File: src/rtl/segment_sequencer_if.sv
// rtl/segment_sequencer_if.sv - requester/picker bus between a requester and the segment sequencer
interface segment_sequencer_if;
  logic       Start;
  logic       Abort;
  logic [3:0] Din;
  logic       Din_valid;
  logic       Din_ready;
  logic       L0;
  logic       L1;
  logic       L2;
  logic       L3;
  logic       A0;
  logic       A1;
  logic       E;
  logic       Busy;
  logic       Done;
  logic [2:0] Seg_cnt;

  modport master (
    output Start, Abort, Din, Din_valid,
    input  Din_ready, L0, L1, L2, L3, A0, A1, E, Busy, Done, Seg_cnt
  );

  modport slave (
    input  Start, Abort, Din, Din_valid,
    output Din_ready, L0, L1, L2, L3, A0, A1, E, Busy, Done, Seg_cnt
  );
endinterface

File: src/rtl/segment_sequencer.sv
// rtl/segment_sequencer.sv - loads four nibbles into segments 0..3 of a picker with a setup/strobe/hold write
module segment_sequencer (
  input  logic               Clk,
  input  logic               Rst,
  segment_sequencer_if.slave bus
);
  typedef enum logic [2:0] {
    S_IDLE,
    S_ACCEPT,
    S_SETUP,
    S_STROBE,
    S_HOLD,
    S_DONE
  } state_t;

  state_t     r_state;
  state_t     w_next;
  logic [3:0] r_l;
  logic [1:0] r_a;
  logic       r_e;
  logic       r_din_ready;
  logic       r_busy;
  logic       r_done;
  logic [2:0] r_seg_cnt;

  logic       w_abort;
  logic       w_start;
  logic       w_hs;

  // Abort only matters outside IDLE, but it still vetoes a Start sampled in IDLE.
  assign w_abort = bus.Abort && (r_state != S_IDLE);
  assign w_start = (r_state == S_IDLE) && bus.Start && !bus.Abort;
  assign w_hs    = (r_state == S_ACCEPT) && bus.Din_valid && r_din_ready && !bus.Abort;

  always_comb begin
    w_next = r_state;
    case (r_state)
      S_IDLE:   if (w_start) w_next = S_ACCEPT;
      S_ACCEPT: if (w_hs) w_next = S_SETUP;
      S_SETUP:  w_next = S_STROBE;
      S_STROBE: w_next = S_HOLD;
      S_HOLD:   w_next = (r_seg_cnt == 3'd3) ? S_DONE : S_ACCEPT;
      S_DONE:   w_next = S_IDLE;
      default:  w_next = S_IDLE;
    endcase
    if (w_abort) w_next = S_IDLE;
  end

  // Every output flop is loaded from the next state so the pins line up with the state register.
  always_ff @(posedge Clk or posedge Rst) begin
    if (Rst) begin
      r_state     <= S_IDLE;
      r_l         <= 4'd0;
      r_a         <= 2'd0;
      r_e         <= 1'b0;
      r_din_ready <= 1'b0;
      r_busy      <= 1'b0;
      r_done      <= 1'b0;
      r_seg_cnt   <= 3'd0;
    end else begin
      r_state     <= w_next;
      r_e         <= (w_next == S_STROBE);
      r_din_ready <= (w_next == S_ACCEPT);
      r_busy      <= (w_next != S_IDLE);
      r_done      <= (w_next == S_DONE);
      if (w_hs) begin
        r_l <= bus.Din;
        r_a <= r_seg_cnt[1:0];
      end
      if (w_start) begin
        r_seg_cnt <= 3'd0;
      end else if ((r_state == S_HOLD) && !w_abort) begin
        r_seg_cnt <= r_seg_cnt + 3'd1;
      end
    end
  end

  assign bus.L0        = r_l[0];
  assign bus.L1        = r_l[1];
  assign bus.L2        = r_l[2];
  assign bus.L3        = r_l[3];
  assign bus.A0        = r_a[0];
  assign bus.A1        = r_a[1];
  assign bus.E         = r_e;
  assign bus.Din_ready = r_din_ready;
  assign bus.Busy      = r_busy;
  assign bus.Done      = r_done;
  assign bus.Seg_cnt   = r_seg_cnt;
endmodule
File: src/flat_wrapper.sv
// flat-port wrapper written by rule: the top's interface ports become plain ports
module segment_sequencer_flat 
  (Clk, Rst, bus_Start, bus_Abort, bus_Din, bus_Din_valid, bus_Din_ready, bus_L0, bus_L1, bus_L2, bus_L3, bus_A0, bus_A1, bus_E, bus_Busy, bus_Done, bus_Seg_cnt);
  segment_sequencer_if bus_i ();
  input  logic Clk;
  input  logic Rst;
  input wire logic [$bits(bus_i.Start)-1:0] bus_Start;
  input wire logic [$bits(bus_i.Abort)-1:0] bus_Abort;
  input wire logic [$bits(bus_i.Din)-1:0] bus_Din;
  input wire logic [$bits(bus_i.Din_valid)-1:0] bus_Din_valid;
  output wire logic [$bits(bus_i.Din_ready)-1:0] bus_Din_ready;
  output wire logic [$bits(bus_i.L0)-1:0] bus_L0;
  output wire logic [$bits(bus_i.L1)-1:0] bus_L1;
  output wire logic [$bits(bus_i.L2)-1:0] bus_L2;
  output wire logic [$bits(bus_i.L3)-1:0] bus_L3;
  output wire logic [$bits(bus_i.A0)-1:0] bus_A0;
  output wire logic [$bits(bus_i.A1)-1:0] bus_A1;
  output wire logic [$bits(bus_i.E)-1:0] bus_E;
  output wire logic [$bits(bus_i.Busy)-1:0] bus_Busy;
  output wire logic [$bits(bus_i.Done)-1:0] bus_Done;
  output wire logic [$bits(bus_i.Seg_cnt)-1:0] bus_Seg_cnt;
  assign bus_i.Start = bus_Start;
  assign bus_i.Abort = bus_Abort;
  assign bus_i.Din = bus_Din;
  assign bus_i.Din_valid = bus_Din_valid;
  assign bus_Din_ready = bus_i.Din_ready;
  assign bus_L0 = bus_i.L0;
  assign bus_L1 = bus_i.L1;
  assign bus_L2 = bus_i.L2;
  assign bus_L3 = bus_i.L3;
  assign bus_A0 = bus_i.A0;
  assign bus_A1 = bus_i.A1;
  assign bus_E = bus_i.E;
  assign bus_Busy = bus_i.Busy;
  assign bus_Done = bus_i.Done;
  assign bus_Seg_cnt = bus_i.Seg_cnt;
  segment_sequencer u_core (.Clk(Clk), .Rst(Rst), .bus(bus_i));
endmodule
File: config.mk
export PLATFORM = sky130hd
export DESIGN_NAME = segment_sequencer_flat
export DESIGN_NICKNAME = d
export VERILOG_FILES = /design/src/rtl/segment_sequencer_if.sv /design/src/rtl/segment_sequencer.sv /design/src/flat_wrapper.sv
export SDC_FILE = /design/constraint.sdc
export NUM_CORES = 1
export LEC_CHECK = 0
export CAP_MARGIN = 10
export CORE_AREA = 2 2 40 51
export DETAILED_ROUTE_END_ITERATION = 8
export DIE_AREA = 0 0 42 53
export MAX_ROUTING_LAYER = met4
export PLACE_DENSITY_LB_ADDON = 0.12
export SLEW_MARGIN = 20
export SYNTH_ARGS = -nofsm -noshare
export SYNTH_HDL_FRONTEND = slang
export SYNTH_SLANG_ARGS = --single-unit
File: constraint.sdc
create_clock -name Clk -period 2 [get_ports Clk]
set_input_delay 0.2 -clock Clk [delete_from_list [all_inputs] [get_ports Clk]]
set_output_delay 0.2 -clock Clk [all_outputs]
set_load 0.01 [all_outputs]
# [Word-level counts from Yosys, hierarchy flattened]
# Index checks and enable logic that the tools add are counted.
[totals] out_inout_bits=13 elab_cells=37 register_bits=16 in_bits=9
[op_classes] n_eq_ne=8 reduce_logical=13 n_mux=7 n_addsub=1
[ops] op="two-way mux 3 bit" n=6
[ops] op="case mux 3 bit (5 select lines)" n=1
[ops] op="equality test 3 x 2 -> 1 bit, second input constant" n=4
[ops] op="logical AND 1 bit" n=7
[ops] op="equality test 3 x 1 -> 1 bit, second input constant" n=2
[ops] op="equality test 3 bit, second input constant" n=2
[ops] op="nonzero test 3 bit" n=2
[ops] op="adder 3 x 1 -> 3 bit, second input constant" n=1
[ops] op="logical NOT 3 bit" n=1
[ops] op="logical NOT 1 bit" n=2
[ops] op="nonzero test 2 bit" n=1

# [Logic depth before layout (Yosys ltp)]
# Gate-level depths: netlist (run 1).
[depth] word_depth=8 mapped_depth=5 depth_no_buf=5

# [Least setup slack after synthesis (run 1)]
# OpenSTA, ideal clock, no wires.
[synth_timing] kind="reg-to-reg" start="register u_core.r_state[1]" end="register u_core.r_a[0]" arrival_ns=1.364 setup_time_ns=0.125 t_required_ns=1.875 synth_period_minus_slack_ns=1.489 setup_slack_ns=0.511 path_buffers=1 stages_incl_launch_ff=5 cell_sequence="dfrtp_1 > nand4b_1 > or3_1 > buf_6 > mux2_4"
[synth_between] elab_chain_len=4
[synth_lines] element="start: declaration" line_no="segment_sequencer.sv:16" rtl="state_t r_state;"
[synth_lines] element="start signal: assignment" line_no="segment_sequencer.sv:61" rtl="r_state <= w_next;"
[synth_lines] element="equality test 3 x 1 -> 1 bit" line_no="segment_sequencer.sv:33" rtl="assign w_hs = (r_state == S_ACCEPT) && bus.Din_valid && r_din_ready && !bus.Abort;"
[synth_lines] element="logical AND 1 bit (3 in a row)" line_no="segment_sequencer.sv:33"
[synth_lines] element="end signal: assignment" line_no="segment_sequencer.sv:68" rtl="r_a <= r_seg_cnt[1:0];"
[synth_lines] element="end: declaration" line_no="segment_sequencer.sv:19" rtl="logic [1:0] r_a;"
# No other way between the ends.
# A chain may end at the register's enable or synchronous reset.

# [Worst setup path after layout (run 1)]
[layout_timing] start="register u_core.r_state[1]" end="register u_core.r_l[1]"
[layout_between] elab_chain_len=4
[layout_lines] element="equality test 3 x 1 -> 1 bit" line_no="segment_sequencer.sv:33"
[layout_lines] element="logical AND 1 bit (3 in a row)" line_no="segment_sequencer.sv:33"
[layout_lines] element="end signal: assignment" line_no="segment_sequencer.sv:67" rtl="r_l <= bus.Din;"
[layout_lines] element="end: declaration" line_no="segment_sequencer.sv:18" rtl="logic [3:0] r_l;"
# No other way between the ends.

==> results.yml, run 1 <==
outcome:
  status: "completed"
worst_setup_path:
  worstPathRequired_ns: 2.16
  critPathMaxStageDelay_ns: 0.51
  worst-setup-path-type: "flip-flop to flip-flop"
  end_kind: "flip-flop"
  r2r_start: "u_core.r_state[1]$_DFF_PP0_"
  r2r_cells: 3
  r2r_end: "u_core.r_l[1]$_DFFE_PP0P_"
  rrSetupSlack_ns: 0.33
  cp_max_fo: 8
  cp-start-kind: "flip-flop"
  cp_slowest_cell: "or3_1"
  crit_path_start: "u_core.r_state[1]$_DFF_PP0_"
  cp.arrival_ns: 1.84
  cp_cell_sequence: "nand4b_1, or3_1, mux2_4"
finish:
  post-route-util: 0.564
  multi_input_area_sq_um: 299
  stdcell_area_sq_um: 971
  drive_gt1_frac: 0.107
  final_cell_mix: "clkdlybuf4s50_1, dfrtp_1, mux2_4"
  regArea_sq_um: 400
  layout_commonest_cell: "clkdlybuf4s50_1"
  fillers: 132
  nets: 97
  diodes: 0
  synthToLayoutAreaGrowth_pct: 32.9
yosys:
  syn-cell-area_sq_um: 731
  avgSynthCellArea_sq_um: 11.8
  yosys.area.top_type: "dfrtp_1"
  ys_ff_latch: 16
  yosysSeqAreaShare: 0.548
  syn_nets: 73
  synth.area.top_cells: "dfrtp_1, mux2_4, ha_1"
  syn-instance-count: 62
  synthDistinctLibCells: 23
  yosys_warnings: 0
  netlist.area_leader.share: 0.548
timing:
  finalHoldViolations: 0
  fin_hold_ws_ns: 0.276
  fin_crit_ns: 1.67
  setup_viol: 0
  tightest_slew_ns: 0.589
  setup_tns_ns: 0
  rsz0062_at_grt: "false"
  fmax_ghz: 0.599
  fin_crit_sh: 0.835
  skew_ns: 0.00529
  relSlewSlack: 0.607
  slew_viol_final: 0
detailed_routing:
  drtIter0Drc: 9
  drc_errors: 0
  vias: 517
  wl_per_cell_microns: 12.9
  routed_wl_microns: 1330
  drtAntennaViolNets: 0
  dr.pass1.iters: 3
  via_per_inst: 5.02
die:
  num_io_pins: 22
  core_area_sq_um: 1720
  start_util: 0.424
  die_area_sq_um: 2230
  die_y_microns: 53
  die_x_microns: 42
  rows: 17
clock_network:
  clkTransAtPathRegs_ns: 0.09
  clockBufferDepth: 2
  cts_htree_levels: 1
  hold_buffers: 0
  numCtsBuffers: 3
  root_buffer: "clkbuf_4"
  post_cts_resized: 0
  clkLatencyLatePin_ns: 0.28
  cts_setup_buffers: 0
  cts_sinks: 16
  tritoncts: "yes"
grt:
  antenna_found_initial: 0
  grt_pass1_wl_microns: 2290
  grt_pass1_vias: 526
  track_usage: 0.148
  grt_max_degree: 17
  grt_overflow: 0
place:
  port_buffers: 21
  dpl-instance-area_sq_um: 948
  routabilityCongestion: 0.789
  dp_hpwl_microns: 1010
pwr:
  p_per_area_nw_per_um2: 1040
  p_leak_nw: 0.434
  power_w: 0.00101
  vdd_ir_drop_max_mv: 0.591
worst_hold_path:
  hp-class: "input port to async pin"
flow_run:
  drv_cap: 0
-- per-layer routing --
layer	up-vias	track usage	share of wire
li1	263	-	-
met1	238	0.181	0.51
met3	2	0.0205	0.041
met2	14	0.221	0.44
met5	-	-	0
met4	0	0.113	0.013
-- cell type report --
type	instances	share of cell area
Clock buffer	3	0.0232
Inverter	4	0.0155
Multi-Input combinational cell	40	0.308
Sequential cell	16	0.412
Tap cell	19	0.0245
Timing Repair Buffer	21	0.216
-- state kept, by name (all words and copies together), names as in the netlist --
name	flops
u_core.r_a	2
u_core.bus.Seg_cnt	3
u_core.bus.Done	1
u_core.r_l	4
u_core.bus.Busy	1
u_core.r_state	3
u_core.bus.Din_ready	1
u_core.bus.E	1
-- through the flow --
stage,cells,worst slack [ns]
finish,103,0.330
detailed placement,100,0.186
CTS,103,0.331
global route,103,0.259
global placement,100,0.231
floorplan,62,0.511
-- power by group --
| group | internal (W) | total, W | switching (W) |
|---|---|---|---|
| combinational | 0.000232 | 0.000378 | 0.000145 |
| clock | 0.0000697 | 0.000163 | 0.0000929 |
| sequential | 0.000404 | 0.000467 | 0.0000632 |
-- synthesized netlist by cell type --
| cell | number |
|---|---|
| a32o_1 | 1 |
| buf_2 | 1 |
| mux2_4 | 6 |
| buf_6 | 1 |
| nand2b_1 | 1 |
| o21ai_0 | 4 |
| nor2_1 | 3 |
| nand4b_1 | 1 |
| and3b_1 | 1 |
| nand2_1 | 4 |
| nor3_1 | 1 |
| a21oi_1 | 3 |
| and2_1 | 2 |
| ha_1 | 2 |
| xnor2_1 | 1 |
| a21boi_0 | 1 |
| a31oi_1 | 2 |
| or3_1 | 2 |
| inv_1 | 4 |
| o211ai_1 | 1 |
| nor3b_1 | 1 |
| dfrtp_1 | 16 |
| nand3_1 | 3 |
-- how the worst max path moves through the flow --
stage / slack, ns / cells after the start / endpoint
after floorplan: 0.51 / 4 / u_core.r_a[0]$_DFFE_PP0P_
after detailed placement: 0.19 / 4 / u_core.r_l[2]$_DFFE_PP0P_
after global placement: 0.23 / 4 / u_core.r_a[1]$_DFFE_PP0P_
after global routing: 0.26 / 3 / u_core.r_a[1]$_DFFE_PP0P_
after CTS: 0.33 / 3 / u_core.r_l[0]$_DFFE_PP0P_
final: 0.33 / 3 / u_core.r_l[1]$_DFFE_PP0P_
-- critical path, delay by kind of cell, from the launching register on --
family / cells / cell delay [ns]
AND/OR/NAND/NOR: 2 / 0.75
flip-flops: 1 / 0.46
multiplexers: 1 / 0.35
-- kinds of logic after synthesis --
| group | count (synthesis) | synth area share |
|---|---|---|
| AOI/OAI and AO/OA | 12 | 0.0993 |
| buffers and inverters | 6 | 0.0428 |
| xor gates and xnor gates | 1 | 0.0120 |
| and+or+nand+nor | 19 | 0.140 |
| muxes | 6 | 0.123 |
| adders and majority gates | 2 | 0.0342 |
| DFF | 16 | 0.548 |
Note: power is estimated with default switching activity, not from simulation.
==> run 2, diff against run 1 <==
--- a/config.mk
+++ b/config.mk
@@ -6,9 +6,9 @@
 export NUM_CORES = 1
 export LEC_CHECK = 0
 export CAP_MARGIN = 10
-export CORE_AREA = 2 2 40 51
+export CORE_AREA = 2 2 42 53
 export DETAILED_ROUTE_END_ITERATION = 8
-export DIE_AREA = 0 0 42 53
+export DIE_AREA = 0 0 44 55
 export MAX_ROUTING_LAYER = met4
 export PLACE_DENSITY_LB_ADDON = 0.12
 export SLEW_MARGIN = 20
==> constraint.sdc (replaced) <==
create_clock -name Clk -period 1.36 [get_ports Clk]
set_input_delay 0.136 -clock Clk [delete_from_list [all_inputs] [get_ports Clk]]
set_output_delay 0.136 -clock Clk [all_outputs]
set_load 0.01 [all_outputs]
==> run 2 against run 1 <==
Against the previous run: the flow now finishes with violations (negative setup slack); worst setup slack got worse by 0.44 ns; fmax grew 14%; critical path depth is the same; largest cell class unchanged; non-clock buffer count grew 19; register-to-register slack got worse by 0.44 ns; critical endpoint is now u_core.r_a[0]$_DFFE_PP0P_; largest power group is now combinational cells; design area increased by 24%; utilization rose by 6.0 points; first-iteration DRC count grew 33%; sequential power is 42% higher; sequential cell count stayed put.
==> results.yml, run 2 (synthesis gave the netlist of run 1 again) <==
pwr:
  pwr-share-seq: 0.381
  p_sw_w: 0.000543
  p_sw_frac: 0.311
  p_clk_frac: 0.137
  intPower_w: 0.00120
  p_per_area_nw_per_um2: 1450
  comb_power_share: 0.482
  vdd_ir_drop_max_mv: 0.992
  power_w: 0.00175
  p_leak_nw: 0.589
detailed_routing:
  routed_wl_microns: 1730
  drtIter0Drc: 12
  wl_per_cell_microns: 14.0
  vias: 640
  drtAntennaViolNets: 0
  drc_errors: 0
  dr.pass1.iters: 4
  via_per_inst: 5.20
worst_setup_path:
  cp-start-kind: "flip-flop"
  cp.arrival_ns: 1.63
  end_kind: "flip-flop"
  worstPathRequired_ns: 1.53
  cp_max_fo: 6
  worst-setup-path-type: "flip-flop to flip-flop"
outcome:
  violations: "negative setup slack"
  status: "finished with violations"
grt:
  grt_overflow: 0
  grt_pass1_wl_microns: 2700
  grt_pass1_vias: 653
  track_usage: 0.161
  grt_max_degree: 17
  antenna_found_initial: 0
timing:
  rsz0062_at_grt: "true"
  fin_crit_sh: 1.08
  finalHoldViolations: 0
  setup_viol: 9
  relSlewSlack: 0.767
  slew_viol_final: 0
  fin_ws_ns: -0.107
  tightest_slew_ns: 0.348
  fin_crit_ns: 1.47
  fmax_ghz: 0.682
  skew_ns: 0.000561
clock_network:
  clkLatencyLatePin_ns: 0.27
  numCtsBuffers: 3
  hold_buffers: 0
  root_buffer: "clkbuf_4"
  tritoncts: "yes"
  clockBufferDepth: 2
  cts_sinks: 16
  clkTransAtPathRegs_ns: 0.09
  cts_htree_levels: 1
die:
  rows: 18
  die_area_sq_um: 2420
  core_area_sq_um: 1940
  start_util: 0.377
  die_y_microns: 55
  die_x_microns: 44
  num_io_pins: 22
place:
  dp_hpwl_microns: 1180
  routabilityCongestion: 0.812
  port_buffers: 21
finish:
  synthToLayoutAreaGrowth_pct: 65.2
  post-route-util: 0.623
  nets: 116
  drive_gt1_frac: 0.388
  fillers: 161
  final_cell_mix: "buf_4, clkdlybuf4s50_1, dfrtp_1"
  largest_register_ffs: 4
  largest_register: "u_core.r_l"
  diodes: 0
  layout_commonest_cell: "buf_4"
flow_run:
  drv_cap: 0
worst_hold_path:
  hp-class: "input port to async pin"
[run 2: power by group through the flow]
stage | combinational, W | clock, W | sequential [W]
after detailed placement | 0.000708 | 0 | 0.000670
after floorplan | 0.000261 | 0 | 0.000728
after CTS | 0.000789 | 0.000248 | 0.000663
final | 0.000842 | 0.000239 | 0.000665
after global placement | 0.000697 | 0 | 0.000670
after global routing | 0.000901 | 0.000266 | 0.000681
[run 2: path summary, 6_finish.rpt]
check | from | end | slack, ns | cells past startpoint
setup / recovery | u_core.r_state[1]$_DFF_PP0_ | u_core.r_a[0]$_DFFE_PP0P_ | -0.11 | 3
hold / removal | Rst | u_core.bus.Busy$_DFF_PP0_ | 0.15 | 3
setup reg to reg | u_core.r_state[1]$_DFF_PP0_ | u_core.r_a[0]$_DFFE_PP0P_ | -0.11 | 3
hold reg to reg | u_core.r_l[3]$_DFFE_PP0P_ | u_core.r_l[3]$_DFFE_PP0P_ | 0.51 | 1
max in group asynchronous | Rst | u_core.r_l[3]$_DFFE_PP0P_ | 1.03 | 3
min in group Clk | bus_Din[0] | u_core.r_l[0]$_DFFE_PP0P_ | 0.48 | 2
[run 2: what timing repair did]
action / 4_1_cts / 5_1_grt
endpoints found under the setup margin: 16 / 15
pin swaps: 5 / 1
buffers inserted: 3 / 1
resized for setup: 16 / 6
[run 2: critical path, cell delays in order (launching register included)]
cell and delay, ns:
dfrtp_1 0.40, nand4b_1 0.21, or3_4 0.43, mux2_4 0.32
[run 2: final cells by class]
cell class | instances | area, sq um | share of cell area
Inverter | 4 | 15.0 | 0.0124
Tap cell | 20 | 25.0 | 0.0207
Sequential cell | 16 | 400 | 0.332
Clock buffer | 3 | 22.5 | 0.0187
Multi-Input combinational cell | 40 | 387 | 0.320
Timing Repair Buffer | 40 | 358 | 0.296
[run 2: routing by layer]
metal | wire (microns) | part of all wire | global-route usage
met5 | 0 | 0 | -
met4 | 19 | 0.011 | 0.0909
met3 | 74 | 0.043 | 0.0227
met2 | 898 | 0.52 | 0.275
met1 | 734 | 0.43 | 0.181
[run 2: stage by stage]
step	setup TNS (ns)	setup WS [ns]	hold slack, ns	cells	cell area [sq um]
finish	-0.681	-0.107	0.154	123	1210
detailed placement	-3.54	-0.388	0.459	116	1070
CTS	-0.595	-0.0917	0.151	122	1180
global placement	-3.14	-0.323	0.454	116	1070
floorplan	-0.774	-0.129	0.0497	62	737
global route	-1.34	-0.140	0.202	123	1210
==> run 3, diff against run 2 <==
--- a/config.mk
+++ b/config.mk
@@ -6,9 +6,9 @@
 export NUM_CORES = 1
 export LEC_CHECK = 0
 export CAP_MARGIN = 10
-export CORE_AREA = 2 2 42 53
+export CORE_AREA = 2 2 48 61
 export DETAILED_ROUTE_END_ITERATION = 8
-export DIE_AREA = 0 0 44 55
+export DIE_AREA = 0 0 50 63
 export MAX_ROUTING_LAYER = met4
 export PLACE_DENSITY_LB_ADDON = 0.12
 export SLEW_MARGIN = 20
==> run 3 against run 2 <==
Against the previous run: the flow still finishes with violations (negative setup slack); sequential cell count did not move; first-iteration DRC count shrank 67%; register-to-register slack about the same; wire length fell by 6.8%; cell count grew 12%; clock skew up 0.0033 ns; hold slack about the same; clock power up 28%; critical path type unchanged.
==> results.yml, run 3 (synthesis gave the netlist of run 1 again) <==
worst_setup_path:
  cp-start-kind: "flip-flop"
  critPathMaxStageDelay_ns: 0.42
  worstPathRequired_ns: 1.53
  end_kind: "flip-flop"
  cp_max_fo: 6
  cp_cell_sequence: "nand4b_1, or3_4, mux2_4"
  path_delay_family: "simple AND/OR/NAND/NOR gates"
  worst-setup-path-type: "flip-flop to flip-flop"
  crit_buf_inv: 0
  cp.arrival_ns: 1.62
  cp_slowest_cell: "or3_4"
finish:
  drive_gt1_frac: 0.346
  synthToLayoutAreaGrowth_pct: 63.4
  largest_register: "u_core.r_l"
  stdcell_area_sq_um: 1190
  final_cell_mix: "buf_4, dfrtp_1, clkdlybuf4s50_1"
  diodes: 0
  nets: 116
  largest_register_ffs: 4
  layout_commonest_cell: "buf_4"
place:
  dp_slack_ns: -0.361
  routabilityCongestion: 0.787
  dpl-instance-area_sq_um: 1100
  dp_hpwl_microns: 1170
  port_buffers: 21
clock_network:
  clkTransAtPathRegs_ns: 0.09
  tritoncts: "yes"
  cts_htree_levels: 1
  root_buffer: "clkbuf_4"
  numCtsBuffers: 3
  clockBufferDepth: 2
  hold_buffers: 0
  clkLatencyLatePin_ns: 0.28
  cts_sinks: 16
die:
  num_io_pins: 22
  die_area_sq_um: 3150
  core_area_sq_um: 2600
  die_y_microns: 63
  rows: 21
  start_util: 0.281
  die_x_microns: 50
timing:
  rsz0062_at_grt: "true"
  relSlewSlack: 0.759
  setup_tns_ns: -0.862
  slew_viol_final: 0
  fin_crit_ns: 1.45
  fin_crit_sh: 1.07
  finalHoldViolations: 0
  skew_ns: 0.00389
  tightest_slew_ns: 0.360
  fin_ws_ns: -0.0929
  fmax_ghz: 0.688
  setup_viol: 13
flow_run:
  drv_cap: 0
detailed_routing:
  via_per_inst: 4.33
  wl_per_cell_microns: 11.7
  dr.pass1.iters: 4
  drc_errors: 0
  vias: 598
  drtAntennaViolNets: 0
  drtIter0Drc: 4
  routed_wl_microns: 1610
grt:
  track_usage: 0.117
  gr-max-usage-layer: "met2"
  grt_pass1_wl_microns: 2660
  grt_overflow: 0
  grt_util_met3: 0.0167
  grt_pass1_vias: 595
  grt_use_met1: 0.141
  antenna_found_initial: 0
  grt.met2_usage: 0.176
  grt_max_degree: 17
pwr:
  p_per_area_nw_per_um2: 1510
  p_leak_nw: 0.624
  vdd_ir_drop_max_mv: 0.735
outcome:
  status: "finished with violations"
  violations: "negative setup slack"
worst_hold_path:
  hp-class: "input port to async pin"
[run 3: final timing paths]
check                                            start                           endpoint  slack (ns)  cells past startpoint
setup / recovery           u_core.r_state[1]$_DFF_PP0_          u_core.r_a[0]$_DFFE_PP0P_       -0.09                      3
hold / removal                                     Rst          u_core.bus.Done$_DFF_PP0_        0.15                      3
max in group asynchronous                          Rst  u_core.bus.Seg_cnt[2]$_DFFE_PP0P_        1.02                      3
setup reg to reg           u_core.r_state[1]$_DFF_PP0_          u_core.r_a[0]$_DFFE_PP0P_       -0.09                      3
hold reg to reg              u_core.r_l[3]$_DFFE_PP0P_          u_core.r_l[3]$_DFFE_PP0P_        0.51                      1
min in group Clk                            bus_Din[0]          u_core.r_l[0]$_DFFE_PP0P_        0.47                      2
[run 3: worst min-delay path: cells and delay by family]
family                 cells  cell delay [ns]
buffers and inverters      3             0.68
[run 3: repair_timing]
item,4_1_cts,5_1_grt
setup buffers,2,0
setup endpoints to repair,15,19
pin swaps,6,1
resized for setup,6,9
[run 3: routing by layer]
layer  wire length, microns  up-vias
met4                     27        0
met5                      0        -
met3                     63        2
met1                    739      279
li1                       -      302
met2                    779       15
[run 3: final cells by class]
cell class / instances / area, sq um
Clock buffer: 4 / 36.3
Fill cell: 246 / 1410
Inverter: 4 / 15.0
Multi-Input combinational cell: 40 / 338
Sequential cell: 16 / 400
Tap cell: 34 / 42.5
Timing Repair Buffer: 40 / 362
[run 3: power breakdown]
part | leakage [nW] | internal [W] | switching [W] | total [W]
registers | 0.211 | 0.000594 | 0.0000704 | 0.000665
clock network | 0.0210 | 0.000163 | 0.000143 | 0.000306
logic | 0.392 | 0.000521 | 0.000310 | 0.000831
[run 3: per-stage QoR]
step | utilization | total power (W) | cells | hold slack (ns)
2_1_floorplan | - | 0.000988 | 62 | 0.0497
3_3_place_gp | 0.423 | 0.00142 | 132 | 0.460
3_5_place_dp | 0.423 | 0.00142 | 132 | 0.475
4_1_cts | 0.448 | 0.00180 | 138 | 0.155
5_1_grt | 0.459 | 0.00193 | 138 | 0.157
6_report | 0.459 | 0.00180 | 138 | 0.154
